## config.mk

```make
export PLATFORM = sky130hd
export DESIGN_NAME = regfile
export DESIGN_NICKNAME = d
export VERILOG_FILES = /design/src/rtl/cpu_pkg.sv /design/src/rtl/rf_read_port.sv /design/src/rtl/regfile.sv
export SDC_FILE = /design/constraint.sdc
export NUM_CORES = 1
export LEC_CHECK = 0
export ABC_AREA = 0
export CAP_MARGIN = 10
export CORE_MARGIN = 1.5
export CORE_UTILIZATION = 40
export CTS_BUF_LIST = sky130_fd_sc_hd__clkbuf_8
export CTS_CLUSTER_SIZE = 14
export DETAILED_ROUTE_END_ITERATION = 10
export SLEW_MARGIN = 20
export SYNTH_ARGS = -nofsm -noshare
export SYNTH_HDL_FRONTEND = slang
export SYNTH_SLANG_ARGS = --single-unit
```

## constraint.sdc

```tcl
create_clock -name clk -period 10.38 [get_ports clk]
set_input_delay 2.076 -clock clk [delete_from_list [all_inputs] [get_ports clk]]
set_output_delay 2.076 -clock clk [all_outputs]
set_load 0.02 [all_outputs]
```

## src/rtl/cpu_pkg.sv

```systemverilog
// Shared CPU definitions: default datapath sizes and the register file FSM states.
package cpu_pkg;

  localparam int XLEN  = 32;
  localparam int NREGS = 32;

  typedef enum logic {
    RF_CLEAR = 1'b0,
    RF_READY = 1'b1
  } rf_state_t;

endpackage

```

## src/rtl/rf_read_port.sv

```systemverilog
// One register file read port: zero-during-clear, hardwired r0, same-cycle write bypass.
module rf_read_port
  import cpu_pkg::*;
#(
  parameter int BITS = XLEN,
  parameter int AW   = 5
) (
  input  logic            i_clear,
  input  logic [AW-1:0]   i_ra,
  input  logic            i_we,
  input  logic [AW-1:0]   i_wa,
  input  logic [BITS-1:0] i_wd,
  input  logic [BITS-1:0] i_mem_rd,
  output logic [BITS-1:0] o_rd
);

  // Priority: clearing/reset, then r0, then bypass of the in-flight write, then storage.
  always_comb begin
    o_rd = i_mem_rd;
    if (i_clear)                       o_rd = '0;
    else if (i_ra == '0)               o_rd = '0;
    else if (i_we && (i_wa == i_ra))   o_rd = i_wd;
  end

endmodule

```

## src/rtl/regfile.sv

```systemverilog
// 2R/1W architectural register file with a one-register-per-cycle clear sequencer after reset.
module regfile
  import cpu_pkg::*;
#(
  parameter int bits = XLEN,
  parameter int regs = NREGS,
  localparam int aw  = $clog2(regs)
) (
  input  logic            clk,
  input  logic            reset,
  input  logic [aw-1:0]   ra1,
  input  logic [aw-1:0]   ra2,
  output logic [bits-1:0] rd1,
  output logic [bits-1:0] rd2,
  input  logic            we,
  input  logic [aw-1:0]   wa,
  input  logic [bits-1:0] wd,
  output logic            busy
);

  rf_state_t         r_state;
  logic [aw-1:0]     r_cnt;
  logic [bits-1:0]   r_mem [regs];

  logic              w_clearing;
  logic              w_rd_clear;
  logic [bits-1:0]   w_mem_rd1;
  logic [bits-1:0]   w_mem_rd2;

  assign w_clearing = (r_state == RF_CLEAR);
  assign w_rd_clear = reset | w_clearing;
  assign busy       = w_clearing;
  assign w_mem_rd1  = r_mem[ra1];
  assign w_mem_rd2  = r_mem[ra2];

  // Clear sequencer: reset always restarts at index 0; walk up to the last register, then go ready.
  always_ff @(posedge clk) begin
    if (reset) begin
      r_state <= RF_CLEAR;
      r_cnt   <= '0;
    end else if (r_state == RF_CLEAR) begin
      if (r_cnt == aw'(regs - 1)) r_state <= RF_READY;
      else                        r_cnt   <= r_cnt + 1'b1;
    end
  end

  // Storage: zero the pointed register while clearing, otherwise accept non-r0 writes.
  always_ff @(posedge clk) begin
    if (!reset) begin
      if (w_clearing)                r_mem[r_cnt] <= '0;
      else if (we && (wa != '0))     r_mem[wa]    <= wd;
    end
  end

  rf_read_port #(.BITS(bits), .AW(aw)) u_rp1 (
    .i_clear  (w_rd_clear),
    .i_ra     (ra1),
    .i_we     (we),
    .i_wa     (wa),
    .i_wd     (wd),
    .i_mem_rd (w_mem_rd1),
    .o_rd     (rd1)
  );

  rf_read_port #(.BITS(bits), .AW(aw)) u_rp2 (
    .i_clear  (w_rd_clear),
    .i_ra     (ra2),
    .i_we     (we),
    .i_wa     (wa),
    .i_wd     (wd),
    .i_mem_rd (w_mem_rd2),
    .o_rd     (rd2)
  );

endmodule

```

# Word-level counts from Yosys, hierarchy flattened
# Memories as Yosys holds them, arrays and structs flattened.
# Cells that the tools add are included.
dict set report totals {
  out_inout_bits 65
  in_bits 50
  word_cells 36
  ram_bits 1024
  register_bits 6
  mem_count 1
}
dict set report op_classes {
  mux 18
  addsub 1
  reduce_logical 8
  n_eq_ne 3
  bitwise 3
}
# memory depth width read_ports rd_ports_with_merged_regs wr line_no
set mem_list {}
lappend mem_list {r_mem 32 32 2 0 1 regfile.sv:23} ;# logic [bits-1:0] r_mem [regs];
# op n
set op_table {}
lappend op_table {{$mux 32} 7}
lappend op_table {{$reduce_or 32->1} 1}
lappend op_table {{$eq 5x5->1} 2}
lappend op_table {{$logic_not 5->1} 2}
lappend op_table {{$mux 1} 10}
lappend op_table {{$add 5x1->5 const B} 1}
lappend op_table {{$eq 5x5->1 const B} 1}
lappend op_table {{$mux 5} 1}
lappend op_table {{$reduce_bool 5->1} 1}
lappend op_table {{$logic_and 1x1->1} 3}
lappend op_table {{$not 1->1} 2}
lappend op_table {{$reduce_and 2->1} 1}
lappend op_table {{$or 1x1->1} 1}

# Longest topological paths before layout
# Gate-level depths: netlist of the first run.
dict set report logic_depth {
  depth_word 8
  depth_mapped 10
  ltp_nobuf 7
}

# By module
# A second synthesis of the first run with hierarchy kept.
dict set report hier_totals {
  cells_unflattened 3729
  area_unflattened_um2 50592.3
}
# module area_per_inst_um2 seq_area_each_um2 cells_each instances
set by_module_without_submodules {}
lappend by_module_without_submodules {regfile 49291.0 30869.6 3483 1}
lappend by_module_without_submodules {rf_read_port 650.6 0.0 123 2}

# Least setup slack after synthesis of the first run
# Ideal clock, no wire load.
dict set report synth_path {
  path_type {input to output}
  from {input ra2[0]}
  to {output rd2[24]}
  n_path_buf 4
  cell_stages 9
  arrival_time_ns 3.983
  path_slack_ns 4.321
  required_time_ns 8.304
  cell_sequence {buf_2 > buf_4 > buf_4 > buf_2 > mux4_2 > mux2i_1 > nor2_1 > a221oi_1 > a31oi_1}
}
dict set report synth_via {
  elab_chain_cells 5
  elab_cells_between_ends 7
  cone_classes {eq/ne (1); mux (3); reduce/logical (2); memory (1)}
}
# item line_no
set synth_rtl {}
lappend synth_rtl {{from (decl)} regfile.sv:12} ;# input logic [aw-1:0] ra2,
lappend synth_rtl {{branches (longest 3 deep; another with $mem_v2 32x32)} n/a}
lappend synth_rtl {{$mux 32 *} rf_read_port.sv:21} ;# else if (i_ra == '0) o_rd = '0;
lappend synth_rtl {{$mux 32 *} rf_read_port.sv:20} ;# if (i_clear) o_rd = '0;
lappend synth_rtl {{to (decl)} regfile.sv:14} ;# output logic [bits-1:0] rd2,
# Mark *: on every way between the ends.

# Worst setup path after layout of the first run
dict set report layout_path {
  from {input ra1[2]}
  to {output rd1[3]}
}
dict set report layout_via {
  elab_chain_cells 5
  elab_cells_between_ends 7
  cone_classes {eq/ne (1); mux (3); reduce/logical (2); memory (1)}
}
# item line_no
set layout_rtl {}
lappend layout_rtl {{from (decl)} regfile.sv:11} ;# input logic [aw-1:0] ra1,
lappend layout_rtl {{branches (longest 3 deep; another with $mem_v2 32x32)} n/a}
lappend layout_rtl {{$mux 32 *} rf_read_port.sv:21}
lappend layout_rtl {{$mux 32 *} rf_read_port.sv:20}
lappend layout_rtl {{to (decl)} regfile.sv:13} ;# output logic [bits-1:0] rd1,
# Marks and branches as above.

==> results.py, run 1 <==
metrics = {
    "logic_synthesis": {
        "post_synth_adder_cell_area": 0.000517,
        "synth_top_family_by_area": "multiplexers",
        "synth-async-reset-ratio": 0,
        "synth_enable_flop_cells": 1024,
        "synth_flop_cell": "edfxtp_1",
        "postSynthNetCount": 2740,
        "synth.area.mux_share": 0.238,
        "netlist.area_leader.share": 0.635,
        "synthXorXnorAreaFrac": 0.00235,
        "post_synth_instance_area_mm2": 0.0484,
        "yosys.area.top_type": "edfxtp_1",
        "synth-compound-area-share": 0.0625,
        "ys.warnings.count": 0,
        "fraction_of_the_mapped_netlist_area_in_simple_logic_gates": 0.0380,
        "postSynthAreaPerCell_um2": 18.0,
        "post_synth_num_cell_types": 58,
        "synthTopCellsByArea": "edfxtp_1, mux4_2, mux2i_1",
        "yosys_register_bits": 1030,
        "synth_cells": 2688,
        "synth-seq-area-share": 0.638,
    },
    "sta": {
        "rel_slew_slack": 0.234,
        "final_hold_viol_count": 0,
        "max_freq_mhz": 123,
        "final-max-slew-violation-count": 0,
        "rsz0062_at_grt": "no",
        "setup_viol_count_final": 0,
        "worst-slew-pin-transition_ns": 1.15,
        "final.min_clock_period_ns": 8.15,
        "finalCritPeriodShare": 0.785,
        "fin_setup_tns_ns": 0,
        "maximum_clock_skew_at_final_layout_ns": 0.0332,
    },
    "global_route": {
        "via_count_of_the_first_global_routing_pass": 30600,
        "globalRouteTotalUtil": 0.257,
        "grt_start_max_net_pins": 131,
        "global_route.overflow_total": 0,
        "number_of_antenna_violations_at_the_first_check_in_global_routing": 10,
        "first_pass_grt_wire_length_um": 224000,
    },
    "setup_path": {
        "cp-start-kind": "input pin",
        "worst_path_most_repeated_cell": "buf_4",
        "cp.buffers_inverters": 5,
        "critical_path.max_fanout": 40,
        "critical_path.slowest_cell": "clkinv_2",
        "cp_top_family": "buffers and inverters",
        "end_kind": "output pin",
        "critical_path.cell_chain": "buf_4 -> buf_4 -> clkinv_2 -> buf_4 -> a21oi_1 -> nor3_1 -> a221o_1 -> clkdlybuf4s50_1",
        "cp.arrival_ns": 6.07,
        "critPathKind": "in2out",
        "worst-endpoint-required_ns": 8.30,
        "cp_slowest_stage_delay_ns": 0.91,
    },
    "placement": {
        "gp_congestion": 0.875,
        "number_of_buffer_cells_added_on_primary_ports": 114,
        "place.detailed.hpwl_um": 93700,
        "numPlacedInstances": 4270,
        "post_dp_cell_area_mm2": 0.0515,
    },
    "floorplan": {
        "initial_util": 0.403,
        "vertical_extent_of_the_die_um": 351,
        "floorplan.die.width_um": 351,
        "total_die_area_mm2": 0.123,
        "floorplan.rows": 127,
        "core_area_mm2": 0.120,
        "boundaryPins": 115,
    },
    "cts": {
        "cts_buffers": 167,
        "cts.htree.levels": 4,
        "ctsRootBufferMaster": "clkbuf_8",
        "cts_stage_hold_buffer_count": 0,
        "ctsResizeCount": 0,
        "clock_sink_count": 1030,
        "clock_insertion_delay_worst_skew_ns": 0.88,
        "tritoncts": "built",
        "clk_path_buf_depth": 3,
        "path_clk_slew_ns": 0.07,
        "post_cts_buffers": 0,
    },
    "pwr": {
        "powerDensity_mw_per_mm2": 154,
        "power.ir.vdd_worst_mv": 0.0996,
        "p_leak_nw": 16.0,
        "total_power_mw": 8.41,
    },
    "cells_and_area": {
        "drive_above_1_share": 0.277,
        "layout.nets": 2882,
        "area_growth_syn_to_layout_pct": 12.9,
        "layout_commonest_cell": "edfxtp_1",
        "final_cell_area_mm2": 0.0547,
        "fin_cells": 4583,
        "mostFrequentLayoutCells": "edfxtp_1, mux4_2, nand2_1, clkbuf_8, mux2i_1",
    },
    "drt": {
        "detailedRoute.firstPassIterationCount": 6,
        "vias_per_cell": 6.60,
        "wl_um": 159000,
        "post-route-drc-count": 0,
        "routed-via-count": 30300,
        "dr.first_iter.drc_count": 3867,
        "ant_nets": 0,
        "average_wire_per_cell_in_the_routed_design_um": 34.7,
    },
    "flow_run": {
        "drv.max_cap_violation_count": 0,
    },
    "outcome": {
        "outcome": "complete, no violations",
    },
    "min_path": {
        "worstHoldPathType": "reg2reg",
    },
}
[layer usage]
layer | part of all wire | vias up | global-route usage | wire length, um
li1 | - | 11800 | - | -
met1 | 0.38 | 16200 | 0.343 | 61200
met2 | 0.48 | 1932 | 0.404 | 75600
met3 | 0.10 | 344 | 0.0640 | 16200
met4 | 0.038 | 12 | 0.105 | 5990
met5 | 0.00045 | - | 0 | 71
[worst reg2reg max path, delay by kind of cell, from the launching register on]
family	cells	cell delay (ns)
and+or+nand+nor	2	1.40
buffers and inverters	2	1.07
AOI/OAI and AO/OA	2	1.21
DFF	1	0.54
[Yosys cell counts (11+ instances only)]
library cell,n
a211oi_1,11
mux2i_1,149
mux4_2,429
xnor2_1,11
edfxtp_1,1024
o22a_1,20
mux2_2,34
nand3_1,15
clkbuf_1,118
o22ai_1,72
a221oi_1,22
a22o_1,19
nand2_1,187
buf_1,19
a31oi_1,33
nor3_1,30
a21oi_1,45
nor2_1,98
a221o_1,41
and2_1,34
buf_2,70
o221ai_1,80
[where the power goes]
group          internal (mW)  switching, mW
Clock                   1.64           1.65
Combinational          0.221          0.344
Sequential              4.54         0.0140
Total                   6.40           2.01
[flip-flops by register name, summed over array words and instances (netlist names)]
| name | flops |
|---|---|
| r_mem | 1024 |
| r_state | 1 |
| r_cnt | 5 |
[stage by stage]
step                hold slack (ns)   util  setup slack [ns]
floorplan                     0.504      -              4.32
global placement              0.543  0.429              2.38
detailed placement            0.571  0.429              2.36
CTS                           0.582  0.455              2.35
global route                  0.633  0.455              2.17
finish                        0.587  0.456              2.23
[cell families after synthesis]
| kind of cell | Yosys count |
|---|---|
| flip-flops | 1030 |
| multiplexers | 612 |
| AND/OR/NAND/NOR | 411 |
| AO/OA/AOI/OAI | 394 |
| buffers and inverters | 226 |
| XOR/XNOR | 13 |
| adder cells (fa/ha/maj) | 2 |
[layout make-up]
class / count / area, um2
Tap cell: 1612 / 2020
Antenna cell: 5 / 12.5
Inverter: 7 / 28.8
Sequential cell: 1030 / 30900
Multi-Input combinational cell: 1432 / 16800
Timing Repair Buffer: 192 / 1830
Fill cell: 10200 / 65300
Clock buffer: 180 / 2480
Clock inverter: 125 / 578
[final timing paths]
kind	end	slack, ns	cells after the start	start
min	r_cnt[4]$_SDFFE_PP0P_	0.59	2	r_cnt[4]$_SDFFE_PP0P_
max reg2reg	r_mem[13][12]$_DFFE_PP_	5.73	6	r_state$_SDFF_PP0_
min reg2reg	r_cnt[4]$_SDFFE_PP0P_	0.59	2	r_cnt[4]$_SDFFE_PP0P_
max	rd1[3]	2.23	8	ra1[2]
No activity file was read; power rests on OpenSTA's default activity.
==> run 2, diff against run 1 <==
Clock period 10.38 ns to 8.3 ns, I/O delays scaled along.
==> run 2 against run 1 <==
Setup slack got worse by 1.2 ns. Via count is 1.0% lower. Final cell count rose by 0.33%. Sequential power grew 25%. Sequential share of layout area decreased by 0.16 points. Global-route usage is essentially flat. Clock power increased by 23%. Total power grew 24%. Non-clock buffer count up 19. Highest routed layer unchanged.
==> results.py, run 2 (synthesized netlist as in run 1, its figures left out) <==
metrics = {
    "setup_path": {
        "cp_slowest_stage_delay_ns": 0.70,
        "r2r.worst_path.cells": 6,
        "cp.arrival_ns": 5.58,
        "critical_path.cell_chain": "clkdlybuf4s50_1 -> nor2b_1 -> o21ai_0 -> a311o_2 -> buf_12 -> nor3_1 -> a211o_1 -> clkdlybuf4s50_1",
        "cp-start-kind": "input pin",
        "cp.buffers_inverters": 3,
        "worst-endpoint-required_ns": 6.64,
        "cp_num_cells": 8,
        "critPathKind": "in2out",
        "critical_path.slowest_cell": "a311o_2",
        "cp_top_family": "buffers and inverters",
        "critical_path.max_fanout": 18,
        "worst_path_most_repeated_cell": "clkdlybuf4s50_1",
        "end_kind": "output pin",
    },
    "min_path": {
        "worstHoldPathType": "reg2reg",
        "worst_hold_path.num_cells": 2,
    },
    "cells_and_area": {
        "largest_register_ff_count": 1024,
        "largest_registers": "r_mem x1024, r_cnt x5, r_state x1",
        "registers.top_by_ff_count": "r_mem",
        "post_route_core_utilization": 0.457,
        "final.fill_count": 10100,
        "layout_commonest_cell": "edfxtp_1",
        "final_cell_area_mm2": 0.0548,
        "mostFrequentLayoutCells": "edfxtp_1, mux4_2, nand2_1, clkbuf_8, mux2i_1",
        "layout.nets": 2901,
        "area_growth_syn_to_layout_pct": 13.2,
        "drive_above_1_share": 0.281,
    },
    "cts": {
        "clock_insertion_delay_worst_skew_ns": 0.85,
        "post_cts_buffers": 0,
        "cts_buffers": 167,
        "cts.htree.levels": 4,
        "clock_sink_count": 1030,
        "path_clk_slew_ns": 0.06,
        "clk_path_buf_depth": 3,
        "ctsRootBufferMaster": "clkbuf_8",
        "cts_stage_hold_buffer_count": 0,
        "ctsResizeCount": 0,
        "tritoncts": "built",
    },
    "drt": {
        "average_wire_per_cell_in_the_routed_design_um": 34.6,
        "wl_um": 159000,
        "dr.first_iter.drc_count": 4179,
        "routed-via-count": 30000,
        "vias_per_cell": 6.51,
        "ant_nets": 0,
        "post-route-drc-count": 0,
        "detailedRoute.firstPassIterationCount": 5,
    },
    "sta": {
        "fin_setup_tns_ns": 0,
        "final-max-slew-violation-count": 0,
        "max_freq_mhz": 138,
        "maximum_clock_skew_at_final_layout_ns": 0.0378,
        "rel_slew_slack": 0.241,
        "rsz0062_at_grt": "no",
        "setup_viol_count_final": 0,
        "finalCritPeriodShare": 0.872,
        "final.min_clock_period_ns": 7.24,
        "final_hold_viol_count": 0,
        "worst-slew-pin-transition_ns": 1.14,
    },
    "flow_run": {
        "drv.max_cap_violation_count": 0,
    },
    "global_route": {
        "grt_start_max_net_pins": 86,
        "globalRouteTotalUtil": 0.257,
        "global_route.overflow_total": 0,
        "first_pass_grt_wire_length_um": 222000,
        "number_of_antenna_violations_at_the_first_check_in_global_routing": 13,
        "via_count_of_the_first_global_routing_pass": 30500,
    },
    "floorplan": {
        "initial_util": 0.403,
        "floorplan.rows": 127,
        "boundaryPins": 115,
        "floorplan.die.width_um": 351,
        "vertical_extent_of_the_die_um": 351,
        "total_die_area_mm2": 0.123,
        "core_area_mm2": 0.120,
    },
    "pwr": {
        "power.ir.vdd_worst_mv": 0.105,
        "powerDensity_mw_per_mm2": 191,
        "p_leak_nw": 16.0,
    },
    "placement": {
        "place.detailed.hpwl_um": 93600,
        "number_of_buffer_cells_added_on_primary_ports": 114,
        "gp_congestion": 0.871,
        "post_dp_cell_area_mm2": 0.0517,
    },
    "outcome": {
        "outcome": "complete, no violations",
    },
}
-- run 2: path summary, 6_finish.rpt --
path / slack, ns / startpoint / endpoint
setup / recovery: 1.06 / reset / rd1[5]
hold / removal: 0.60 / r_cnt[4]$_SDFFE_PP0P_ / r_cnt[4]$_SDFFE_PP0P_
setup reg to reg: 3.65 / r_state$_SDFF_PP0_ / r_mem[15][12]$_DFFE_PP_
hold reg to reg: 0.60 / r_cnt[4]$_SDFFE_PP0P_ / r_cnt[4]$_SDFFE_PP0P_
-- run 2: routing by layer --
layer / vias to the layer above / wire length [um] / track usage
met5: - / 69 / 0
met4: 12 / 6750 / 0.110
met3: 387 / 19300 / 0.0825
met2: 1924 / 73800 / 0.397
met1: 15800 / 59000 / 0.335
li1: 11900 / - / -
-- run 2: worst min-delay path: cells and delay by family (launching register included) --
family | cells | cell delay [ns]
AOI/OAI and AO/OA | 2 | 0.17
DFF | 1 | 0.38
-- run 2: per-stage QoR --
step           power [mW]  setup slack [ns]  hold slack [ns]  cells
3_5_place_dp         6.50              1.22            0.564   4290
5_1_grt              10.8             0.933            0.624   4594
6_report             10.5              1.06            0.600   4598
2_1_floorplan        6.25              3.07            0.504   2688
3_3_place_gp         6.49              1.12            0.545   4287
4_1_cts              10.5              1.19            0.574   4591
-- run 2: cell type report --
| class | instances | area [um2] | area share |
|---|---|---|---|
| clock buffer | 169 | 2330 | 0.0424 |
| antenna | 5 | 12.5 | 0.000228 |
| tap | 1612 | 2020 | 0.0368 |
| clock inverter | 132 | 673 | 0.0123 |
| inverter | 7 | 28.8 | 0.000525 |
| multi-input combinational | 1432 | 16800 | 0.307 |
| sequential | 1030 | 30900 | 0.563 |
| timing repair buffer | 211 | 2040 | 0.0372 |
-- run 2: where the power goes --
part | switching, mW | internal (mW)
combinational | 0.429 | 0.283
clock | 2.07 | 2.00
sequential | 0.0173 | 5.68
